--- src/rtl/serial_subtractor.sv ---
// Bit-serial subtractor: one result bit per clock, LSB first, WIDTH+2 cycles per operation.
// Optional signed-overflow output enabled by defining SERIAL_SUB_OVF_EN.
module serial_subtractor #(
    parameter int WIDTH = 8
) (
    input  logic             clk,
    input  logic             rst_n,
    input  logic             start,
    input  logic [WIDTH-1:0] a,
    input  logic [WIDTH-1:0] b,
    output logic             busy,
    output logic             done,
    output logic [WIDTH-1:0] diff,
    output logic             borrow,
    output logic             zero
`ifdef SERIAL_SUB_OVF_EN
    ,
    output logic             ovf
`endif
);

    localparam int CW = $clog2(WIDTH + 1);
    localparam logic [CW-1:0] LAST = CW'(WIDTH - 1);

    typedef enum logic [1:0] {
        IDLE = 2'd0,
        RUN  = 2'd1,
        DONE = 2'd2
    } state_t;

    state_t           state_q;
    logic [CW-1:0]    cnt_q;
    logic [WIDTH-1:0] a_q, b_q, acc_q;
    logic             br_q;
    logic [WIDTH-1:0] diff_q;
    logic             borrow_q, zero_q;

    logic             bit_d, br_d;
    logic [WIDTH-1:0] acc_d, a_d, b_d;

    always_comb begin
        bit_d = a_q[0] ^ b_q[0] ^ br_q;
        br_d  = (~a_q[0] & b_q[0]) | (~(a_q[0] ^ b_q[0]) & br_q);
        // Shift-then-overwrite keeps this legal for WIDTH=1.
        acc_d = acc_q >> 1;
        acc_d[WIDTH-1] = bit_d;
        a_d   = a_q >> 1;
        b_d   = b_q >> 1;
    end

`ifdef SERIAL_SUB_OVF_EN
    // Operand MSBs are captured separately because the shift registers lose them.
    logic a_msb_q, b_msb_q, ovf_q, ovf_d;

    always_comb begin
        ovf_d = (a_msb_q != b_msb_q) & (acc_d[WIDTH-1] != a_msb_q);
    end

    always_ff @(posedge clk or negedge rst_n) begin
        if (!rst_n) begin
            a_msb_q <= 1'b0;
            b_msb_q <= 1'b0;
            ovf_q   <= 1'b0;
        end else if (state_q == IDLE && start) begin
            a_msb_q <= a[WIDTH-1];
            b_msb_q <= b[WIDTH-1];
        end else if (state_q == RUN && cnt_q == LAST) begin
            ovf_q <= ovf_d;
        end
    end

    assign ovf = ovf_q;
`endif

    always_ff @(posedge clk or negedge rst_n) begin
        if (!rst_n) begin
            state_q  <= IDLE;
            cnt_q    <= '0;
            a_q      <= '0;
            b_q      <= '0;
            acc_q    <= '0;
            br_q     <= 1'b0;
            diff_q   <= '0;
            borrow_q <= 1'b0;
            zero_q   <= 1'b0;
        end else begin
            case (state_q)
                IDLE: begin
                    if (start) begin
                        a_q     <= a;
                        b_q     <= b;
                        acc_q   <= '0;
                        br_q    <= 1'b0;
                        cnt_q   <= '0;
                        state_q <= RUN;
                    end
                end
                RUN: begin
                    a_q   <= a_d;
                    b_q   <= b_d;
                    acc_q <= acc_d;
                    br_q  <= br_d;
                    cnt_q <= cnt_q + CW'(1);
                    if (cnt_q == LAST) begin
                        diff_q   <= acc_d;
                        borrow_q <= br_d;
                        zero_q   <= (acc_d == '0);
                        state_q  <= DONE;
                    end
                end
                DONE: begin
                    state_q <= IDLE;
                end
                default: begin
                    state_q <= IDLE;
                end
            endcase
        end
    end

    assign busy   = (state_q == RUN);
    assign done   = (state_q == DONE);
    assign diff   = diff_q;
    assign borrow = borrow_q;
    assign zero   = zero_q;

endmodule

--- config.mk ---
export PLATFORM = sky130hd
export DESIGN_NAME = serial_subtractor
export DESIGN_NICKNAME = d
export VERILOG_FILES = /design/src/rtl/serial_subtractor.sv
export SDC_FILE = /design/constraint.sdc
export NUM_CORES = 1
export LEC_CHECK = 0
export CAP_MARGIN = 10
export CELL_PAD_IN_SITES_DETAIL_PLACEMENT = 0
export CELL_PAD_IN_SITES_GLOBAL_PLACEMENT = 2
export CORE_MARGIN = 2
export CORE_UTILIZATION = 37
export DETAILED_ROUTE_END_ITERATION = 6
export PLACE_DENSITY = 0.95
export REMOVE_ABC_BUFFERS = 1
export SLEW_MARGIN = 0
export SYNTH_ARGS = -nofsm -noshare
export SYNTH_HDL_FRONTEND = slang
export SYNTH_SLANG_ARGS = --single-unit
--- constraint.sdc ---
create_clock -name clk -period 3 [get_ports clk]
set_input_delay 0.45 -clock clk [delete_from_list [all_inputs] [get_ports clk]]
set_output_delay 0.45 -clock clk [all_outputs]
set_load 0.1 [all_outputs]
After elaboration in Yosys (flattened, before gate mapping). Cells that the tools add are included.

Eq/ne operators: 5. Muxes and demuxes: 13. Reductions and logical operators: 6. $add $sub $neg: 1. Bitwise logic cells: 7.

Operator list (count): $pmux W8 S2 (3); $mux W8 (3); $logic_not A8 Y1 (1); $pmux W4 S2 (1); $reduce_and A2 Y1 (3); $add A4 B1 Y4 const B (1); $eq A4 B3 Y1 const B (1); $mux W2 (2); $mux W4 (1); $pmux W2 S2 (1); $and A1 B1 Y1 (2); $eq A2 B1 Y1 const B (1); $eq A2 B2 Y1 const B (1); $logic_not A2 Y1 (1); $ne A2 B1 Y1 const B (1); $ne A2 B2 Y1 const B (1); $not A1 Y1 (2); $pmux W1 S2 (1); $reduce_bool A2 Y1 (1); $xor A1 B1 Y1 (2); $mux W1 (1); $or A1 B1 Y1 (1).

Output and inout port bits: 12. Word-level logic and storage cells: 41. Register bits after elaboration: 41. Input bits: 19.

Depth between registers and ports, before layout. Gate-level depths: netlist of the first run.

Depth after elaboration: 5. Gate-level depth with buffers: 5. Gate-level depth less buffers: 5.

Worst setup path before layout of the first run. Ideal clock, no wire load.

Path kind: reg-to-output. Start: register state_q[1]. End: output done. Arrival time: 2.067 ns. Cell stages (with the launch flop): 4. Buffers on the path: 2. Path slack: 0.483 ns. Data required time: 2.550 ns. Path through: dfrtp_1 -> buf_2 -> buf_2 -> nor2b_1.

Longest elaborated chain between the ends: 1.

Ends and longest elaborated chain: start: declaration (line 31) `state_t state_q;`; start signal: assignment (line 77) `state_q <= IDLE;`; start signal: assignment (line 95) `state_q <= RUN;`; start signal: assignment (line 108) `state_q <= DONE;`; $eq A2 B2 Y1 (line 122) `assign done = (state_q == DONE);`; end: declaration (line 12) `output logic done,`.

Every way passes these cells.

Worst setup path after layout of the first run.
Start: register state_q[0]. End: output busy.

Longest elaborated chain between the ends: 1.

Ends and longest elaborated chain: $eq A2 B1 Y1 (line 121) `assign busy = (state_q == RUN);`; end: declaration (line 11) `output logic busy,`.

Every way passes these cells.

==> results of run 1 <==
==> state kept, by name (all words and copies together) (netlist names) <==
signal   flops
a_q          8
br_q         1
state_q      2
cnt_q        4
b_q          8
borrow       1
acc_q        7
diff         8
zero         1
==> worst max-delay path: cells and delay by family, from the launching register on <==
family / cells / cell delay, ps
flip-flops: 1 / 830
buffers and inverters: 2 / 620
AND/OR/NAND/NOR: 1 / 130
==> through the flow <==
step / total power [mW] / instance area, um^2 / worst slack [ps] / hold slack (ps) / std cells
4_1_cts: 2.47 / 2270 / 685 / 299 / 259
5_1_grt: 2.62 / 2270 / 577 / 332 / 259
3_5_place_dp: 2.09 / 2170 / 917 / 504 / 251
2_1_floorplan: 1.77 / 1780 / 543 / 154 / 150
3_3_place_gp: 2.04 / 2170 / 1020 / 492 / 251
6_report: 2.45 / 2270 / 671 / 270 / 259
==> cells in the final DEF, fill, tap and decap left out, types with 3 or more instances in the layout <==
cell,instances
sky130_fd_sc_hd__mux2_4,7
sky130_fd_sc_hd__o21ai_1,3
sky130_fd_sc_hd__a22oi_1,14
sky130_fd_sc_hd__nand2_1,6
sky130_fd_sc_hd__nor2b_1,13
sky130_fd_sc_hd__o21ai_0,14
sky130_fd_sc_hd__a21oi_1,16
sky130_fd_sc_hd__buf_4,15
sky130_fd_sc_hd__dfrtp_1,40
sky130_fd_sc_hd__a22o_1,9
sky130_fd_sc_hd__and2b_1,4
sky130_fd_sc_hd__inv_1,6
sky130_fd_sc_hd__clkbuf_8,6
sky130_fd_sc_hd__mux2i_1,3
sky130_fd_sc_hd__clkdlybuf4s50_1,17
==> worst max path at each step <==
stage / startpoint / end / depth (start not counted)
after floorplan: state_q[1] / done / 1
after CTS: state_q[0] / busy / 3
after global placement: start / cnt_q[3] / 4
final: state_q[0] / busy / 3
after detailed placement: start / cnt_q[3] / 4
after global routing: state_q[0] / busy / 3
==> layer usage <==
| layer | track usage [%] | wire (um) | up-vias |
|---|---|---|---|
| met5 | 0 | 0 | - |
| met4 | 3.97 | 48 | 0 |
| met3 | 5.49 | 219 | 7 |
| met2 | 25.9 | 1930 | 51 |
| met1 | 21.8 | 1770 | 693 |
| li1 | - | - | 641 |
==> layout make-up <==
cell class                      count  area [um^2]
Tap cell                           67         83.8
Fill cell                         451         2520
Inverter                            6         22.5
Sequential cell                    40         1000
Clock buffer                        6         82.6
Multi-Input combinational cell    104          757
Timing Repair Buffer               34          308
Clock inverter                      2         15.0
==> kinds of logic (layout without fill, tap and decap cells) <==
| logic type | count (synthesis) | count (layout) |
|---|---|---|
| compound gates | 61 | 61 |
| fa+ha+maj | 2 | 2 |
| buf+inv | 17 | 48 |
| flops | 40 | 40 |
| mux | 11 | 11 |
| simple gates | 30 | 30 |
==> report_power, final <==
part	internal, mW	leakage, nW	switching [mW]
Combinational	0.409	0.428	0.737
Sequential	0.737	0.517	0.189
Clock	0.186	0.0434	0.192
==> impl.org, run 1 <==
** Layout
- Cells fill roughly 47% of the core in the end.
- Post-synthesis to final-layout area growth :: 22.7%
- Final-stage net count :: 212
- Of the cells placed in the final design, the portion with a size suffix greater than 1 is between 10% and 20%.
- Count of antenna diodes in the layout :: 0

** Drt
- After the first detailed-routing iteration, the DRC count stood at between 90 and 100.
- Across all layers, the routed design uses around 1400 vias.
- Summed over all layers, the routed wires come to 3970 um.
- Dividing the detail-routed via count by the number of cells gives between 5 and 6.
- Count of TritonRoute iterations in the first routing pass :: 4
- After detailed routing, the average wire length per cell comes to 15.3 um.
- Antenna viol nets, final :: 0
- Remaining routing DRC violations :: 0

** Clocking
- Clk buf depth :: 2
- Cell at the root of the clock tree :: sky130_fd_sc_hd__clkbuf_8
- At the later pin of the worst-skew pair, clock insertion delay measures 290 ps.
- Post-CTS timing repair inserted 0 buffers for setup.
- Cts hold-fix bufs :: 0
- TritonCTS clock tree :: yes
- Total number of clock tree sinks :: 40
- Total CTS buffers :: 5
- Clock-pin slew was measured on the worst setup and hold paths at around 80 ps.
- H-tree Lvls :: 2
- Post-cts resize count :: 0

** Critical path
- Of all nets on the critical path, the largest fanout is 22.
- STA puts the critical path data required time at approximately 2600 ps.
- Reg2reg end :: diff[0]
- Type of the worst setup path :: reg2out
- Register-to-register setup slack :: around 960 ps
- Traced cell by cell, the critical path runs through nand2b_4 > inv_1 > buf_12.
- The startpoint identified for the worst register-to-register timing path is state_q[0].
- Depth of the most critical reg-to-reg path :: 3
- Critical-path cell with the highest stage delay :: sky130_fd_sc_hd__dfrtp_1
- Endpoint arrival time on the critical path :: ~1900 ps
- Endpoint type of the worst setup path :: output port
- STA classifies the critical path startpoint as a flop.
- Max incr delay on CP :: 830 ps

** Die
- Effective utilization at floorplan :: just under 40%
- The floorplan step defined a die boundary enclosing 5580 um^2.
- 31 I/O pins were placed.
- After floorplanning, the core was sized to cover between 4000 and 5000 um^2.
- Die H :: 74.7 um
- Floorplan die width :: approximately 75 um
- Rows :: 25

** Yosys
- Sequential share of the synthesized area :: 54.1%
- Synth warn :: 0
- In the synthesized netlist the dominant register cell turns out to be sky130_fd_sc_hd__dfrtp_1.
- In this run the biggest area consumer among cell types represents between 50 and 60% of the synthesized area.
- Summing the areas of all compound-gate instances in the mapped netlist gives between 20% and 30% of the synthesized area.
- Synth Area in Adders :: 1.76%
- Share of synthesized flip-flops with an asynchronous set or reset :: 100%
- Number of flops mapped to enable cells by yosys :: 0
- By area, the combinational part of the netlist is dominated by compound AO/OA/AOI/OAI gates.
- Register bit total from synthesis :: 40
- Average cell area after synthesis :: 11.5 um^2
- sky130_fd_sc_hd__dfrtp_1 takes more of the synthesized area than any other cell.
- Top area cells in the synthesized netlist :: sky130_fd_sc_hd__dfrtp_1, sky130_fd_sc_hd__a22oi_1, sky130_fd_sc_hd__mux2_4
- Cells after synthesis :: 161
- Multiplexer fraction of the synthesized cell area :: 7.92%
- Yosys mapped the design onto 30 distinct sky130hd cell types.
- Post-synthesis instance area :: roughly 1800 um^2
- Summing the areas of all xor and xnor instances in the mapped netlist gives 0% of the synthesized area.
- Among all cell types in the netlist, the one instantiated most often is sky130_fd_sc_hd__dfrtp_1.
- Ranked by instance count, the synthesized netlist is headed by sky130_fd_sc_hd__dfrtp_1, sky130_fd_sc_hd__a21oi_1, sky130_fd_sc_hd__a22oi_1, sky130_fd_sc_hd__o21ai_0, sky130_fd_sc_hd__nor2b_1.
- Post-Synth Simple-Gate Area :: about a tenth

** Power and ir drop
- Leak :: a little under 1 nW
- The worst-case IR drop observed on VDD is between 500 and 600 uV.
- Power spread over the standard cell area amounts to approximately 1100 nW/um^2.

** Timing
- The clock period could shrink to roughly 2300 ps.
- Setup total negative slack on the finished layout was measured at 0 ps.
- The count of final max-slew check failures is 0.
- Pin slew with the least headroom to its limit :: about 870 ps
- Ratio of final minimum period to clock period :: between 70% and 80%
- Headroom to the max-slew limit came out at a little over two fifths.
- Hold Violations, Final :: 0
- Worst Clk Skew :: 2.94 ps
- Setup repair after global routing left no endpoint under its margin.
- Setup violations remaining at the end of the flow were counted as 0.
- F_max :: between 400 and 500 MHz

** Global route
- Total Routing Usage GR :: roughly 16%
- The first global-routing pass estimated 6950 um of wire.
- Number of global-route vias before repair :: roughly 1500
- For this run the aggregate overflow at the end of global routing stands at 0.
- The number of antenna violations at the first check in global routing was 0.
- Largest net degree at the start of global routing :: 41

** Placed design
- Routability-driven placement finished with a final weighted congestion of ~0.73.
- Post-DP HPWL :: approximately 2800 um
- Count of input and output buffers :: 30

** Flow run
- Reported max-cap violation count :: 0

** Min path
- HP Class :: in2async

** Run status
- The flow ran to the end, and the final reports show no timing, DRC or antenna violations.
Power figures use the tool's default switching activity.
==> inputs of run 2 (changes only) <==
- CORE_UTILIZATION: 37 -> 31
- PLACE_DENSITY: 0.95 -> 0.86
- clock period: 3 -> 2.1 ns (I/O delays scaled with it)
==> run 2 against run 1 <==
  * Critical path depth did not move
  * Power grew 42%
  * Clock skew up 1.8 ps
  * Die area up 18%
  * Sequential share of layout area decreased by 1.0 points
  * Design area rose by 2.3%
==> impl.org, run 2 (synthesized netlist as in run 1, its figures left out) <==
** Global route
- First-pass GRT wire length :: approximately 6700 um
- The via count of the first global-routing pass is 1357.
- After global routing the overflow that remains totals 0.
- The number of antenna violations at the first check in global routing was 0.
- Entering global routing, the biggest net connects 41 pins.
- Across every metal layer, demand over resource in global routing totals 13.3%.

** Die
- Effective utilization at floorplan :: about a third
- The region available for standard cell placement spans around 5900 um^2.
- In this run the count of I/O pins placed on the die edge is 31.
- Die area :: roughly 6600 um^2
- Floorplan die width :: around 80 um
- After floorplanning, the core was divided into 28 placement rows.
- The die is approximately 80 um tall.

** Timing
- Pin slew with the least headroom to its limit :: ~530 ps
- After layout, the worst path uses around 83% of the clock period.
- Final setup violating endpoints :: 0
- On the final layout, the worst clock skew is 4.73 ps.
- Setup total negative slack on the finished layout was measured at 0 ps.
- F_max :: roughly 580 MHz
- In the post-route analysis, the smallest setup slack over all paths is between 300 and 400 ps.
- The count of final max-slew check failures is 0.
- Minimum clock period after layout :: ~1700 ps
- Measured against its own limit, the worst slew margin works out to about 65%.
- Unrepaired setup endpoints after global routing :: no
- Hold Violations, Final :: 0

** Clocking
- Clock-pin slew was measured on the worst setup and hold paths at around 70 ps.
- TritonCTS built the clock tree.
- CTS built an H-tree with a depth of 2.
- Count of buffers added by post-CTS timing repair for setup :: 0
- Cts hold-fix bufs :: 0
- At the later pin of the worst-skew pair, clock insertion delay measures a little under 300 ps.
- Post-cts resize count :: 0
- Total number of clock tree sinks :: 40
- Cell at the root of the clock tree :: sky130_fd_sc_hd__clkbuf_8
- The longest clock path from root to sink contains 2 buffers.
- Clock tree synthesis inserted a total of 5 buffers.

** Critical path
- The most critical setup path has its endpoint at busy.
- Endpoint type of the worst setup path :: output port
- In this run the worst path has a maximum fanout of 11.
- Register-to-register setup slack :: 550 ps
- At the worst endpoint, the arrival time is 1420 ps.
- Source of the critical timing path :: state_q[1]
- On the critical path the largest part of the delay comes from buffers and inverters.
- Among all stages on the critical path, the largest delay is contributed by sky130_fd_sc_hd__dfrtp_1.
- The critical path runs through a total of 3 cells.
- Required time reported for the critical path endpoint :: 1780 ps
- Startpoint type of the worst setup path :: flop
- By startpoint and endpoint, the worst setup path is classified as reg2out.
- Depth of the most critical reg-to-reg path :: 5
- In this design, the stage delay of the slowest critical-path cell is 390 ps.
- In this run the critical register-to-register path is captured at diff[0].
- Series of cell instances along the critical path :: nand2b_4 > inv_1 > buf_12
- Launch point of the worst reg-to-reg path :: cnt_q[0]
- The number of buffers and inverters on the critical path is 2.

** Placed design
- GPL Wtd Cong :: 0.720
- Worst setup slack after placement :: 265 ps
- Detailed placement finished with a half-perimeter wire length of between 2000 and 3000 um.
- Count of input and output buffers :: 30

** Layout
- Compared with the post-synthesis result, the final layout area differs by 25.6%.
- The library cell used most frequently in the layout, excluding fill and tap cells, is sky130_fd_sc_hd__dfrtp_1.
- The number of antenna diodes in the final layout is 0.
- Sequential cell area :: between 1000 and 1500 um^2
- The post-route netlist has between 10% and 20% of its cells at a drive strength greater than 1.
- In the final design database the tool counted 217 nets.
- Fillers :: ~570
- The top cell types in the final layout, fill and taps aside, are sky130_fd_sc_hd__dfrtp_1, sky130_fd_sc_hd__buf_4, sky130_fd_sc_hd__clkdlybuf4s50_1.
- Area of the multi-input gates :: around 760 um^2

** Drt
- Initial detailed-routing violation count :: 95
- Dividing the detail-routed wire length by the instance count gives 14.4 um.
- The detail route stage leaves a number of antenna-violating nets equal to 0.
- The final route contains between 1000 and 1500 vias.
- The first detailed-routing pass ran for 4 iterations.
- Post-Route WL :: 3910 um
- Using the TritonRoute via totals, the vias-per-cell ratio works out to between 4 and 5.
- For this run, design rule violations remaining after detail routing come to 0.

** Flow run
- Reported max-cap violation count :: 0

** Power and ir drop
- Combinational logic is responsible for between 40 and 50% of the overall power.
- Power spread over the standard cell area amounts to around 1500 nW/um^2.
- Int Power :: ~1.9 mW
- Switching power as a share of total power :: roughly 45%
- Summed over all nets, the switching power comes to 1.56 mW.
- Overall power :: between 3 and 4 mW
- Per report_power, the clock group accounts for 14.9% of the total.
- Leak :: slightly above 1 nW
- IR analysis of the VDD net gives a maximum drop of ~670 uV.
- Proportion of power drawn by flip-flops and latches :: around 37%

** Run status
- The flow ran to the end, and the final reports show no timing, DRC or antenna violations.

** Min path
- The tightest min-delay check is of the in2async type.
-- run 2: power groups by stage --
| stage | sequential [mW] | combinational, mW | clock, mW |
|---|---|---|---|
| finish | 1.28 | 1.69 | 0.520 |
| global route | 1.32 | 1.80 | 0.581 |
| CTS | 1.28 | 1.71 | 0.537 |
| detailed placement | 1.30 | 1.70 | 0 |
| global placement | 1.29 | 1.68 | 0 |
| floorplan | 1.81 | 0.709 | 0 |
-- run 2: per-stage QoR --
step / instance area [um^2] / hold WS (ps) / util, % / std cells
2_1_floorplan: 1780 / 19.4 / - / 150
3_3_place_gp: 2230 / 409 / 38.2 / 264
3_5_place_dp: 2230 / 408 / 38.2 / 264
4_1_cts: 2320 / 95.0 / 39.7 / 272
5_1_grt: 2320 / 108 / 39.7 / 272
6_report: 2320 / 75.2 / 39.7 / 272
-- run 2: per-layer routing --
| layer | up-vias | track usage [%] | part of all wire (%) |
|---|---|---|---|
| met4 | 0 | 5.08 | 1.8 |
| met3 | 6 | 3.33 | 2.7 |
| met1 | 653 | 18.2 | 50 |
| met2 | 18 | 20.2 | 46 |
| li1 | 649 | - | - |
| met5 | - | 0 | 0 |
-- run 2: layout make-up --
cell class,count,share of cell area [%]
Clock buffer,8,3.88
Inverter,6,0.970
Multi-Input combinational cell,104,32.6
Sequential cell,40,43.1
Tap cell,75,4.04
Timing Repair Buffer,39,15.4
-- run 2: how the worst min path moves through the flow --
| stage | to | slack (ps) | cells past startpoint |
|---|---|---|---|
| finish | diff[5] | 80 | 2 |
| global route | b_q[2] | 110 | 2 |
| CTS | diff[5] | 100 | 2 |
| detailed placement | diff[5] | 410 | 2 |
| global placement | cnt_q[0] | 410 | 2 |
| floorplan | a_q[0] | 20 | 0 |
